$ cat src/rtl/dmi_pkg.sv
// Shared types for the debug-module register-port sequencer.
package dmi_pkg;

    typedef enum logic [1:0] {
        IDLE = 2'd0,
        BUSY = 2'd1,
        RESP = 2'd2
    } state_e;

    // Requester id doubles as the bit index into the arbiter request/grant vectors.
    typedef enum logic {
        REQ_J = 1'b0,
        REQ_S = 1'b1
    } req_id_e;

endpackage

$ cat src/rtl/dmi_rr_arb2.sv
// Two-input round-robin arbiter: a tie goes to the requester that was not granted last.
module dmi_rr_arb2
    import dmi_pkg::*;
(
    input  logic       clk,
    input  logic       rst_n,
    input  logic [1:0] req,
    input  logic       en,
    output logic [1:0] gnt,
    output req_id_e    last
);

    req_id_e last_q, last_d;

    // NOTE: every variable driven in always_comb gets a default first, so no path can infer a latch.
    always_comb begin
        gnt    = 2'b00;
        last_d = last_q;
        if (en) begin
            if (req == 2'b11) begin
                gnt = (last_q == REQ_J) ? 2'b10 : 2'b01;
            end else begin
                gnt = req;
            end
        end
        if (gnt[1]) begin
            last_d = REQ_S;
        end else if (gnt[0]) begin
            last_d = REQ_J;
        end
    end

    // NOTE: sequential state uses non-blocking assignments so every flop samples pre-edge values.
    always_ff @(posedge clk or negedge rst_n) begin
        if (!rst_n) begin
            last_q <= REQ_S;
        end else begin
            last_q <= last_d;
        end
    end

    assign last = last_q;

endmodule

$ cat src/rtl/dmi_core_req_arbiter.sv
// Core-clock sequencer sharing the DM register port between JTAG DMI pulses and an
// on-chip valid/ready agent: round-robin grant, one outstanding access, ack timeout.
module dmi_core_req_arbiter
    import dmi_pkg::*;
#(
    parameter int AW   = 7,
    parameter int DW   = 32,
    parameter int TO_W = 8
) (
    input  logic          clk,
    input  logic          rst_n,
    input  logic          j_reg_en,
    input  logic          j_reg_wr_en,
    input  logic [AW-1:0] j_addr,
    input  logic [DW-1:0] j_wdata,
    output logic [DW-1:0] j_rdata,
    output logic          j_done,
    output logic          j_err,
    input  logic          j_err_clr,
    input  logic          s_valid,
    output logic          s_ready,
    input  logic          s_wr,
    input  logic [AW-1:0] s_addr,
    input  logic [DW-1:0] s_wdata,
    output logic          s_rsp_valid,
    output logic [DW-1:0] s_rdata,
    output logic          s_rsp_err,
    output logic          dm_req,
    output logic          dm_wr,
    output logic [AW-1:0] dm_addr,
    output logic [DW-1:0] dm_wdata,
    input  logic          dm_ack,
    input  logic [DW-1:0] dm_rdata
);

    state_e          state_q, state_d;
    logic            j_pend_q, j_pend_d;
    logic            j_wr_q, j_wr_d;
    logic [AW-1:0]   j_addr_q, j_addr_d;
    logic [DW-1:0]   j_wdata_q, j_wdata_d;
    logic            dm_wr_q, dm_wr_d;
    logic [AW-1:0]   dm_addr_q, dm_addr_d;
    logic [DW-1:0]   dm_wdata_q, dm_wdata_d;
    logic [TO_W-1:0] timer_q, timer_d;
    logic [DW-1:0]   rsp_data_q, rsp_data_d;
    logic            rsp_err_q, rsp_err_d;
    logic [DW-1:0]   j_rdata_q, j_rdata_d;
    logic            j_err_q, j_err_d;

    logic [1:0]      arb_req;
    logic            arb_en;
    logic [1:0]      gnt;
    req_id_e         owner;
    logic            gnt_j, gnt_s;
    logic [TO_W-1:0] timer_inc;
    logic            timeout;
    logic            j_accept;
    logic            err_set;

    assign arb_req = {s_valid, j_pend_q};
    assign arb_en  = (state_q == IDLE);
    assign gnt_j   = gnt[REQ_J];
    assign gnt_s   = gnt[REQ_S];

    // The last-grant register is updated on every grant, so it names the current owner.
    dmi_rr_arb2 u_arb (
        .clk   (clk),
        .rst_n (rst_n),
        .req   (arb_req),
        .en    (arb_en),
        .gnt   (gnt),
        .last  (owner)
    );

    always_ff @(posedge clk or negedge rst_n) begin
        if (!rst_n) begin
            state_q <= IDLE;
        end else begin
            state_q <= state_d;
        end
    end

    always_comb begin
        state_d = state_q;
        unique case (state_q)
            IDLE:    if (gnt_j || gnt_s) state_d = BUSY;
            BUSY:    if (dm_ack || timeout) state_d = RESP;
            RESP:    state_d = IDLE;
            default: state_d = IDLE;
        endcase
    end

    always_comb begin
        timer_inc  = timer_q + TO_W'(1);
        timeout    = (state_q == BUSY) && !dm_ack && (timer_inc == '1);

        // A pulse in the cycle J is granted refills the pending slot instead of overrunning.
        j_accept   = j_reg_en && (!j_pend_q || gnt_j);
        j_pend_d   = j_accept ? 1'b1 : (gnt_j ? 1'b0 : j_pend_q);
        j_wr_d     = j_accept ? j_reg_wr_en : j_wr_q;
        j_addr_d   = j_accept ? j_addr : j_addr_q;
        j_wdata_d  = j_accept ? j_wdata : j_wdata_q;

        dm_wr_d    = dm_wr_q;
        dm_addr_d  = dm_addr_q;
        dm_wdata_d = dm_wdata_q;
        timer_d    = timer_q;
        if (gnt_s) begin
            dm_wr_d    = s_wr;
            dm_addr_d  = s_addr;
            dm_wdata_d = s_wdata;
            timer_d    = '0;
        end else if (gnt_j) begin
            dm_wr_d    = j_wr_q;
            dm_addr_d  = j_addr_q;
            dm_wdata_d = j_wdata_q;
            timer_d    = '0;
        end else if (state_q == BUSY && !dm_ack) begin
            timer_d    = timer_inc;
        end

        rsp_data_d = rsp_data_q;
        rsp_err_d  = rsp_err_q;
        if (state_q == BUSY && dm_ack) begin
            rsp_data_d = dm_wr_q ? '0 : dm_rdata;
            rsp_err_d  = 1'b0;
        end else if (timeout) begin
            rsp_data_d = '0;
            rsp_err_d  = 1'b1;
        end

        j_rdata_d = j_rdata_q;
        if (state_q == RESP && owner == REQ_J) begin
            j_rdata_d = rsp_data_q;
        end

        // A new error outranks a clear arriving in the same cycle.
        err_set = (j_reg_en && !j_accept) ||
                  (state_q == RESP && owner == REQ_J && rsp_err_q);
        j_err_d = err_set || (j_err_q && !j_err_clr);
    end

    always_ff @(posedge clk or negedge rst_n) begin
        if (!rst_n) begin
            j_pend_q   <= 1'b0;
            j_wr_q     <= 1'b0;
            j_addr_q   <= '0;
            j_wdata_q  <= '0;
            dm_wr_q    <= 1'b0;
            dm_addr_q  <= '0;
            dm_wdata_q <= '0;
            timer_q    <= '0;
            rsp_data_q <= '0;
            rsp_err_q  <= 1'b0;
            j_rdata_q  <= '0;
            j_err_q    <= 1'b0;
        end else begin
            j_pend_q   <= j_pend_d;
            j_wr_q     <= j_wr_d;
            j_addr_q   <= j_addr_d;
            j_wdata_q  <= j_wdata_d;
            dm_wr_q    <= dm_wr_d;
            dm_addr_q  <= dm_addr_d;
            dm_wdata_q <= dm_wdata_d;
            timer_q    <= timer_d;
            rsp_data_q <= rsp_data_d;
            rsp_err_q  <= rsp_err_d;
            j_rdata_q  <= j_rdata_d;
            j_err_q    <= j_err_d;
        end
    end

    // dm_req decodes straight from the state flop so an async reset drops it at once.
    always_comb begin
        dm_req      = (state_q == BUSY);
        dm_wr       = dm_wr_q;
        dm_addr     = dm_addr_q;
        dm_wdata    = dm_wdata_q;
        s_ready     = gnt_s;
        j_done      = (state_q == RESP) && (owner == REQ_J);
        s_rsp_valid = (state_q == RESP) && (owner == REQ_S);
        s_rdata     = s_rsp_valid ? rsp_data_q : '0;
        s_rsp_err   = s_rsp_valid && rsp_err_q;
        j_rdata     = j_rdata_q;
        j_err       = j_err_q;
    end

endmodule

$ cat config.mk
export PLATFORM = sky130hd
export DESIGN_NAME = dmi_core_req_arbiter
export DESIGN_NICKNAME = d
export VERILOG_FILES = /design/src/rtl/dmi_pkg.sv /design/src/rtl/dmi_rr_arb2.sv /design/src/rtl/dmi_core_req_arbiter.sv
export SDC_FILE = /design/constraint.sdc
export NUM_CORES = 1
export LEC_CHECK = 0
export ABC_AREA = 1
export CAP_MARGIN = 5
export CORE_MARGIN = 3
export CORE_UTILIZATION = 40
export CTS_BUF_LIST = sky130_fd_sc_hd__clkbuf_8
export DETAILED_ROUTE_END_ITERATION = 8
export GPL_TIMING_DRIVEN = 0
export PLACE_DENSITY = 0.74
export REMOVE_ABC_BUFFERS = 1
export SETUP_SLACK_MARGIN = 0.05
export SLEW_MARGIN = 5
export SYNTH_ARGS = -nofsm -noshare
export SYNTH_HDL_FRONTEND = slang
export SYNTH_HIERARCHICAL = 1
export SYNTH_SLANG_ARGS = --single-unit
$ cat constraint.sdc
create_clock -name clk -period 3.2 [get_ports clk]
set_input_delay 0.8 -clock clk [delete_from_list [all_inputs] [get_ports clk]]
set_output_delay 0.8 -clock clk [all_outputs]
set_load 0.02 [all_outputs]
==> flow_summary.json, run 1 <==
{
  "io_pins": 228,
  "grt_overflow": 0,
  "dp_cells": 1145,
  "cts_root_buffer": "clkbuf_8",
  "rsz0062_at_grt": "yes",
  "ys.flop_type": "dfrtp_1",
  "fin_setup_tns_ns": 0,
  "cp-end-kind": "output pin",
  "placed_area_um2": 9350,
  "slew_violations": 0,
  "drcViolationCount": 0,
  "wl_per_cell_um": 15.9,
  "synthAdderAreaFrac_pct": 0.362,
  "fin_skew_ns": 0.0112,
  "clk_pin_slew_ns": 0.09,
  "synthXorXnorAreaFrac_pct": 0,
  "cp.arrival_ns": 2.24,
  "viasPerCell": 4.81,
  "vias": 5691,
  "hold_buffers": 0,
  "hold_viol_final": 0,
  "synth-simple-area-share_pct": 24.8,
  "drt_iter0_drc": 280,
  "numCtsBuffers": 17,
  "yosysWarnings": 6,
  "synth_common_cells": "nand2_1, dfrtp_1, inv_1",
  "htreeDepth": 4,
  "design.core.area_um2": 16800,
  "vdd_ir_drop_max_v": 0.000402,
  "grt_start_max_net_pins": 102,
  "first_global_vias": 5706,
  "relSlewSlack_pct": 32.5,
  "clock_sinks": 158,
  "leakage_nw": 4.48,
  "clkLatencyLatePin_ns": 0.45,
  "critical_path_buf_inv_count": 5,
  "nNetsFinal": 1069,
  "synthTopCellsByArea": "dfrtp_1, nand2_1, nand3_2",
  "setup_viol": 0,
  "ys_seq_area_share_pct": 57.2,
  "first_pass_iters": 4,
  "ant_nets": 0,
  "worstPathRequired_ns": 2.40,
  "final_layout_size_suffix_gt1_share_pct": 14.3,
  "gp_congestion": 0.812,
  "async_flop_share_pct": 100,
  "rows": 47,
  "crit_top_cell": "buf_4",
  "worstPathCellList": "inv_1, nor3_4, buf_4, clkinvlp_4, buf_4, nor2_1, dlygate4sd2_1",
  "synth_largest_area_cell": "dfrtp_1",
  "setup_slack_ns": 0.162,
  "worstMarginPinSlew_ns": 1.01,
  "maxCapViolations": 0,
  "finish.utilization_pct": 58.4,
  "path_delay_family": "buffers and inverters",
  "dp_slack_ns": -1.10,
  "stdcell_area_um2": 9780,
  "die_y_um": 137,
  "critical_path_depth": 7,
  "min_path_type": "input port to async pin",
  "cpPeakStageDelay_ns": 0.58,
  "synth.top_cell.area_share_pct": 56.8,
  "worstSetupPathType": "flip-flop to output pin",
  "status": "complete, no violations",
  "clockBufferDepth": 2,
  "reg2reg_depth": 8,
  "initial_core_util_pct": 41.3,
  "worstPathMaxFanout": 9,
  "final_cells": 1183,
  "finalCritPeriodShare_pct": 94.9,
  "syn-cell-area_um2": 6920,
  "synth-edff-count": 0,
  "syn_to_final_growth_pct": 41.4,
  "routed_wl_mm": 18.8,
  "synth_top_family_by_area": "simple AND/OR/NAND/NOR gates",
  "dp_hpwl_mm": 12.6,
  "die_area_um2": 18900,
  "grt_pass1_wl_mm": 29.2,
  "fill_cells": 1489,
  "fmax_mhz": 329,
  "critPathSlowestCell": "dfstp_2",
  "synthMuxAreaShare_pct": 4.23,
  "period_minus_slack_ns": 3.04,
  "start_kind": "flip-flop",
  "synthCells": 734,
  "ys_ff_latch": 158,
  "grt.total_usage_pct": 20.0,
  "synth_cell_types": 32,
  "cts_tree": "done",
  "synth_compound_area_share_pct": 6.40,
  "die_x_um": 137,
  "portBuffers": 227,
  "grt_antenna_before_repair": 0,
  "synth_area_per_cell_um2": 9.42,
  "synth.most_common_cell": "nand2_1",
  "p_per_area_nw_per_um2": 885
}
-- worst paths after layout --
| path | start | end | slack [ns] |
|---|---|---|---|
| worst min register to register | dm_wdata[22] | dm_wdata[22] | 0.48 |
| worst max register to register | state_q[0] | j_wdata_q[22] | 0.36 |
| worst min-delay path | rst_n | j_rdata[6] | 0.26 |
| max in group asynchronous | rst_n | j_wdata_q[20] | 2.08 |
| worst max-delay path | u_arb/last | s_rdata[6] | 0.16 |
| min in group clk | dm_wdata[22] | dm_wdata[22] | 0.48 |
-- worst register-to-register path, stage by stage (launching register included) --
cell and delay [ns]:
dfrtp_1 0.46, nor2_1 0.22, nand2_1 0.14, a21oi_4 0.71, inv_1 0.11, nand2_1 0.15, nand2_2 0.33, buf_12 0.31
mux2_2 0.28
-- area by class of cell --
type | count | area (um2) | share of cell area, %
inverter | 75 | 294 | 3.01
clock buffer | 18 | 248 | 2.53
sequential | 158 | 3960 | 40.4
multi-input combinational | 462 | 2510 | 25.6
antenna | 1 | 2.50 | 0.0256
tap | 220 | 275 | 2.81
clock inverter | 14 | 158 | 1.61
timing repair buffer | 234 | 2340 | 23.9
timing repair inverter | 1 | 7.51 | 0.0767
-- metrics by stage --
step,hold WS (ns),power [mW]
after floorplan,0.459,5.46
final,0.257,8.65
after global routing,0.248,9.29
after detailed placement,0.468,7.20
after global placement,0.462,7.07
after CTS,0.252,8.77
-- report_power, final --
part | switching, mW | internal (mW) | leakage [nW]
sequential | 0.464 | 2.86 | 1.97
combinational | 2.16 | 1.66 | 2.32
clock | 0.788 | 0.728 | 0.191
-- cell usage in the layout, fill, tap and decap left out, types with 2 or more instances in the layout --
cell             netlist  final
clkdlybuf4s50_1        0    192
nand2_1              190    189
dfrtp_1              157    157
inv_1                 70     68
nand3_1               57     57
nor2_1                50     49
nand3_2               30     30
o21ai_0               29     29
mux2_2                26     26
dlygate4sd2_1          0     23
clkbuf_8               0     18
nand2_2               15     16
a21oi_1               15     14
o211ai_1              14     14
o21ai_1                9      9
clkdlybuf4s15_1        0      9
clkinvlp_4             0      7
nor2_4                 5      6
inv_2                  4      4
a22oi_1                4      4
nor2_2                 4      4
o22ai_1                4      4
inv_6                  0      4
buf_4                  1      4
clkinv_2               0      2
nand4_1                2      2
ha_1                   2      2
bufinv_16              0      2
inv_8                  0      2
buf_12                 0      2
clkbuf_2               0      2
-- cell families after synthesis --
| logic type | count (synthesis) |
|---|---|
| flip-flops | 158 |
| multiplexers | 26 |
| AO/OA/AOI/OAI | 77 |
| buffers and inverters | 114 |
| AND/OR/NAND/NOR | 357 |
| adder cells (fa/ha/maj) | 2 |
-- flip-flops by register name, summed over array words and instances (netlist names), 2 cells and up --
register    flops
j_wdata_q      32
timer_q         8
dm_addr         7
j_rdata        32
state_q         2
rsp_data_q     32
j_addr_q        7
dm_wdata       32
-- metal layers --
metal | global-route usage, % | vias to the layer above | routed length, um
met5 | 0 | - | 0
met4 | 6.82 | 0 | 379
met3 | 4.82 | 25 | 766
met2 | 33.8 | 128 | 9640
met1 | 25.2 | 2769 | 7970
li1 | - | 2769 | -
-- what timing repair did --
action	4_1_cts	5_1_grt
setup buffers	4	0
hold endpoints to repair	0	0
setup endpoints to repair	49	12
gates cloned	1	0
pin swaps	1	0
resized for setup	42	14
No activity file was read; power rests on OpenSTA's default activity.
==> run 2: changes to the inputs <==
GPL_TIMING_DRIVEN = default   (was 0)
RECOVER_POWER = 50   (was default)
==> flow_summary.json, run 2 (synthesized netlist as in run 1, its figures left out) <==
{
  "finish.utilization_pct": 57.9,
  "final_cells": 1188,
  "holdCritStartpoint": "dm_wdata[0]",
  "critical_path_depth": 6,
  "drcViolationCount": 0,
  "grt.total_usage_pct": 19.8,
  "die_x_um": 137,
  "routed_wl_mm": 18.4,
  "worstMarginPinSlew_ns": 1.72,
  "setup_viol": 0,
  "grt_start_max_net_pins": 67,
  "hold_viol_final": 0,
  "die_y_um": 137,
  "worstPathCellList": "dlygate4sd3_1, nand2_1, inv_1, nand2_1, inv_1, clkdlybuf4s50_1",
  "grt_overflow": 0,
  "dp_hpwl_mm": 13.0,
  "maxCapViolations": 2,
  "total_power_mw": 8.59,
  "cpPeakStageDelay_ns": 0.62,
  "dp_slack_ns": 0.212,
  "regToRegSetupSlack_ns": 0.62,
  "clockBufferDepth": 2,
  "portBuffers": 227,
  "p_per_area_nw_per_um2": 884,
  "first_global_vias": 5688,
  "period_minus_slack_ns": 3.02,
  "postCtsSetupRepairBufs": 0,
  "worstPathRequired_ns": 2.40,
  "critPathSlowestCell": "clkdlybuf4s50_1",
  "drt_iter0_drc": 242,
  "cp.arrival_ns": 2.22,
  "setup_slack_ns": 0.181,
  "rows": 47,
  "worstReg2RegStart": "state_q[0]",
  "htreeDepth": 4,
  "finalCritPeriodShare_pct": 94.4,
  "cts_root_buffer": "clkbuf_8",
  "first_pass_iters": 5,
  "ant_nets": 0,
  "hold_buffers": 0,
  "design.core.area_um2": 16800,
  "path_delay_family": "buffers and inverters",
  "final_common_cell": "clkdlybuf4s50_1",
  "stdcell_area_um2": 9710,
  "vdd_ir_drop_max_v": 0.000406,
  "nNetsFinal": 1075,
  "grt_pass1_wl_mm": 29.2,
  "start_kind": "input port",
  "io_pins": 228,
  "status": "complete, but fails checks",
  "r2r_end": "j_wdata_q[10]",
  "placed_area_um2": 9400,
  "dp_cells": 1156,
  "initial_core_util_pct": 41.3,
  "grt_antenna_before_repair": 0,
  "violations": "capacitance limit, slew limit",
  "clk_pin_slew_ns": 0.08,
  "fin_skew_ns": 0.0146,
  "relSlewSlack_pct": -15.0,
  "worstSetupPathType": "input port to output pin",
  "reg2reg_depth": 8,
  "clock_sinks": 158,
  "die_area_um2": 18900,
  "clkLatencyLatePin_ns": 0.44,
  "leakage_nw": 4.53,
  "hold_depth": 2,
  "worstPathMaxFanout": 2,
  "slew_violations": 132,
  "viasPerCell": 4.74,
  "vias": 5633,
  "most-common-layout-cells": "clkdlybuf4s50_1, nand2_1, dfrtp_1, inv_1, nand3_1",
  "min_to": "dm_wdata[0]",
  "gp_congestion": 0.823,
  "critical_path_buf_inv_count": 4,
  "final_layout_size_suffix_gt1_share_pct": 13.7,
  "min_path_type": "flip-flop to flip-flop",
  "syn_to_final_growth_pct": 40.4,
  "cts_tree": "done",
  "fmax_mhz": 331,
  "cp-end-kind": "output pin",
  "wl_per_cell_um": 15.5,
  "rsz0062_at_grt": "no",
  "num_antenna_cells": 0,
  "numCtsBuffers": 17
}
run 2: worst min-delay path: stages (launching register included):
cell	delay, ns
dfrtp_1	0.35
nand2_1	0.05
nand3_1	0.05
run 2: layout make-up:
type	count	area, um2
Clock buffer	18	248
Multi-Input combinational cell	462	2480
Sequential cell	158	3960
Inverter	75	282
Clock inverter	14	158
Tap cell	220	275
Fill cell	1549	7050
Timing Repair Buffer	241	2320
run 2: worst max path at each step:
| stage | start | end | slack [ns] |
|---|---|---|---|
| after floorplan | s_valid | j_wdata_q[0] | -0.35 |
| after global placement | s_valid | s_ready | 0.21 |
| after detailed placement | s_valid | s_ready | 0.21 |
| after CTS | u_arb/last | s_rdata[27] | 0.19 |
| after global routing | u_arb/last | s_rdata[30] | 0.1 |
| final | s_valid | s_ready | 0.18 |
run 2: per-stage QoR:
stage / TNS (ns) / hold WS (ns)
floorplan: -14.21 / 0.459
global placement: 0 / 0.464
detailed placement: 0 / 0.468
CTS: 0 / 0.354
global route: 0 / 0.514
finish: 0 / 0.486
run 2: power breakdown:
part / total [mW] / internal, mW / leakage (nW) / switching, mW
clock network: 1.50 / 0.730 / 0.202 / 0.774
registers: 3.33 / 2.86 / 1.97 / 0.465
logic: 3.75 / 1.65 / 2.36 / 2.11
run 2: metal layers:
| layer | global-route usage [%] | wire (um) |
|---|---|---|
| met1 | 25.2 | 7660 |
| met2 | 33.1 | 9400 |
| met3 | 3.69 | 769 |
| met4 | 8.37 | 589 |
| met5 | 0 | 0 |
run 2: repair_timing:
action | in CTS | in global routing
setup endpoints to repair | 33 | 0
gates resized for setup | 33 | 0
hold endpoints to repair | 0 | 0
==> run 3: changes to the inputs <==
CORE_UTILIZATION = 50   (was 40)
PLACE_DENSITY = 0.89   (was 0.74)
==> flow_summary.json, run 3 (synthesized netlist as in run 1, its figures left out) <==
{
  "clockBufferDepth": 2,
  "grt_start_max_net_pins": 80,
  "setup_slack_ns": 0.207,
  "vdd_ir_drop_max_v": 0.000522,
  "dp_cells": 1112,
  "worstPathMaxFanout": 37,
  "startpoint": "s_valid",
  "stdcell_area_um2": 9590,
  "swShare_pct": 39.6,
  "design.core.area_um2": 13400,
  "most-common-layout-cells": "clkdlybuf4s50_1, nand2_1, dfrtp_1, inv_1, nand3_1",
  "seqPwrFrac_pct": 39.1,
  "rsz0062_at_grt": "no",
  "worstMarginPinSlew_ns": 2.04,
  "wl_per_cell_um": 16.1,
  "die_x_um": 124,
  "dp_slack_ns": 0.104,
  "placed_area_um2": 9350,
  "cpPeakStageDelay_ns": 0.64,
  "drcViolationCount": 0,
  "p_switching_mw": 3.37,
  "slew_violations": 143,
  "gp_congestion": 0.792,
  "worstSetupPathType": "input port to flip-flop",
  "clk_pin_slew_ns": 0.09,
  "p_per_area_nw_per_um2": 888,
  "num_antenna_cells": 0,
  "clkPwrFrac_pct": 16.8,
  "worstReg2RegStart": "state_q[0]",
  "rows": 42,
  "initial_core_util_pct": 51.6,
  "leakage_nw": 4.50,
  "cp-end-kind": "flip-flop",
  "portBuffers": 227,
  "status": "complete, but fails checks",
  "final_cells": 1144,
  "first_pass_iters": 5,
  "cts_tree": "done",
  "maxCapViolations": 2,
  "fill_cells": 1013,
  "ant_nets": 0,
  "htreeDepth": 4,
  "fmax_mhz": 334,
  "min_path_type": "flip-flop to flip-flop",
  "holdCritStartpoint": "dm_wdata[14]",
  "postCtsSetupRepairBufs": 0,
  "critPathSlowestCell": "clkbuf_1",
  "grt_antenna_before_repair": 0,
  "grt_overflow": 0,
  "hold_buffers": 0,
  "worstPathRequired_ns": 3.55,
  "start_kind": "input port",
  "clock_sinks": 158,
  "violations": "capacitance limit, slew limit",
  "cts_root_buffer": "clkbuf_8",
  "setup_viol": 0,
  "nNetsFinal": 1075,
  "first_global_vias": 5710,
  "fin_skew_ns": 0.0108,
  "final_common_cell": "clkdlybuf4s50_1",
  "relSlewSlack_pct": -35.9,
  "die_y_um": 124,
  "fin_setup_tns_ns": 0,
  "finalCritPeriodShare_pct": 93.5,
  "numCtsBuffers": 17,
  "io_pins": 228,
  "drt_iter0_drc": 302,
  "grt.total_usage_pct": 24.3,
  "die_area_um2": 15300,
  "grt_pass1_wl_mm": 28.4,
  "cp.arrival_ns": 3.34,
  "syn_to_final_growth_pct": 38.7,
  "hold_viol_final": 0,
  "routed_wl_mm": 18.4,
  "clkLatencyLatePin_ns": 0.46,
  "vias": 5798,
  "period_minus_slack_ns": 2.99,
  "pwr-share-comb_pct": 44.0,
  "viasPerCell": 5.07,
  "dp_hpwl_mm": 13.0,
  "p_int_mw": 5.15,
  "final_layout_size_suffix_gt1_share_pct": 12.3,
  "worstPathCellList": "dlygate4sd3_1, a21oi_1, clkbuf_1, inv_1, nand2_1, nand2_2, buf_2, mux2_2"
}
-- run 3: cell count changes in the layout (fill, tap and decap cells not counted), sizes merged, moves of 2 or more --
cell / delta
clkinvlp: +5
buf: +4
clkbuf: -4
clkinv: -2
inv: -2
-- run 3: worst max-delay path: cells and delay by family --
family          cells  cell delay (ns)
buf+inv             4             1.62
mux                 1             0.36
simple gates        2             0.20
compound gates      1             0.33
-- run 3: repair_timing --
item                                    CTS  global route
gates resized for setup                  33             1
endpoints found under the setup margin   33             1
pin swaps                                 0             0
-- run 3: layout make-up --
type,instances,area (um2),area share (%)
multi-input cells,462,2400,25.0
flip-flops and latches,158,3960,41.2
well taps,176,220,2.30
clock inverters,14,135,1.41
repair buffers,241,2350,24.5
inverters,75,282,2.94
clock buffers,18,248,2.58
-- run 3: worst paths after layout --
check	depth (start not counted)	to	slack, ns
max in group asynchronous	1	j_wdata_q[21]	1.08
hold reg to reg	2	dm_wdata[14]	0.49
min in group asynchronous	1	j_rdata[20]	0.93
hold / removal	2	dm_wdata[14]	0.49
setup / recovery	8	j_wdata_q[14]	0.21
setup reg to reg	9	j_wdata_q[14]	0.40
-- run 3: through the flow --
step / hold slack (ns) / utilization, % / total power, mW
6_report: 0.485 / 71.6 / 8.52
5_1_grt: 0.510 / 71.6 / 9.06
4_1_cts: 0.389 / 72.3 / 8.63
3_5_place_dp: 0.469 / 69.8 / 7.21
3_3_place_gp: 0.463 / 69.8 / 7.05
2_1_floorplan: 0.459 / - / 5.46
-- run 3: power by group through the flow --
stage / Clock (mW) / Sequential [mW] / Combinational [mW]
2_1_floorplan: 0 / 3.80 / 1.67
3_3_place_gp: 0 / 3.33 / 3.72
3_5_place_dp: 0 / 3.37 / 3.84
4_1_cts: 1.45 / 3.34 / 3.84
5_1_grt: 1.53 / 3.43 / 4.10
6_report: 1.43 / 3.33 / 3.75
-- run 3: routing by layer --
metal  part of all wire (%)  routed length [um]  vias to the layer above  global-route usage [%]
met2                     53                9830                      174                    41.9
met4                    3.2                 584                        0                    11.3
li1                       -                   -                     2785                       -
met1                     38                7070                     2801                    28.6
met3                    5.1                 945                       38                    5.72
met5                      0                   0                        -                       0
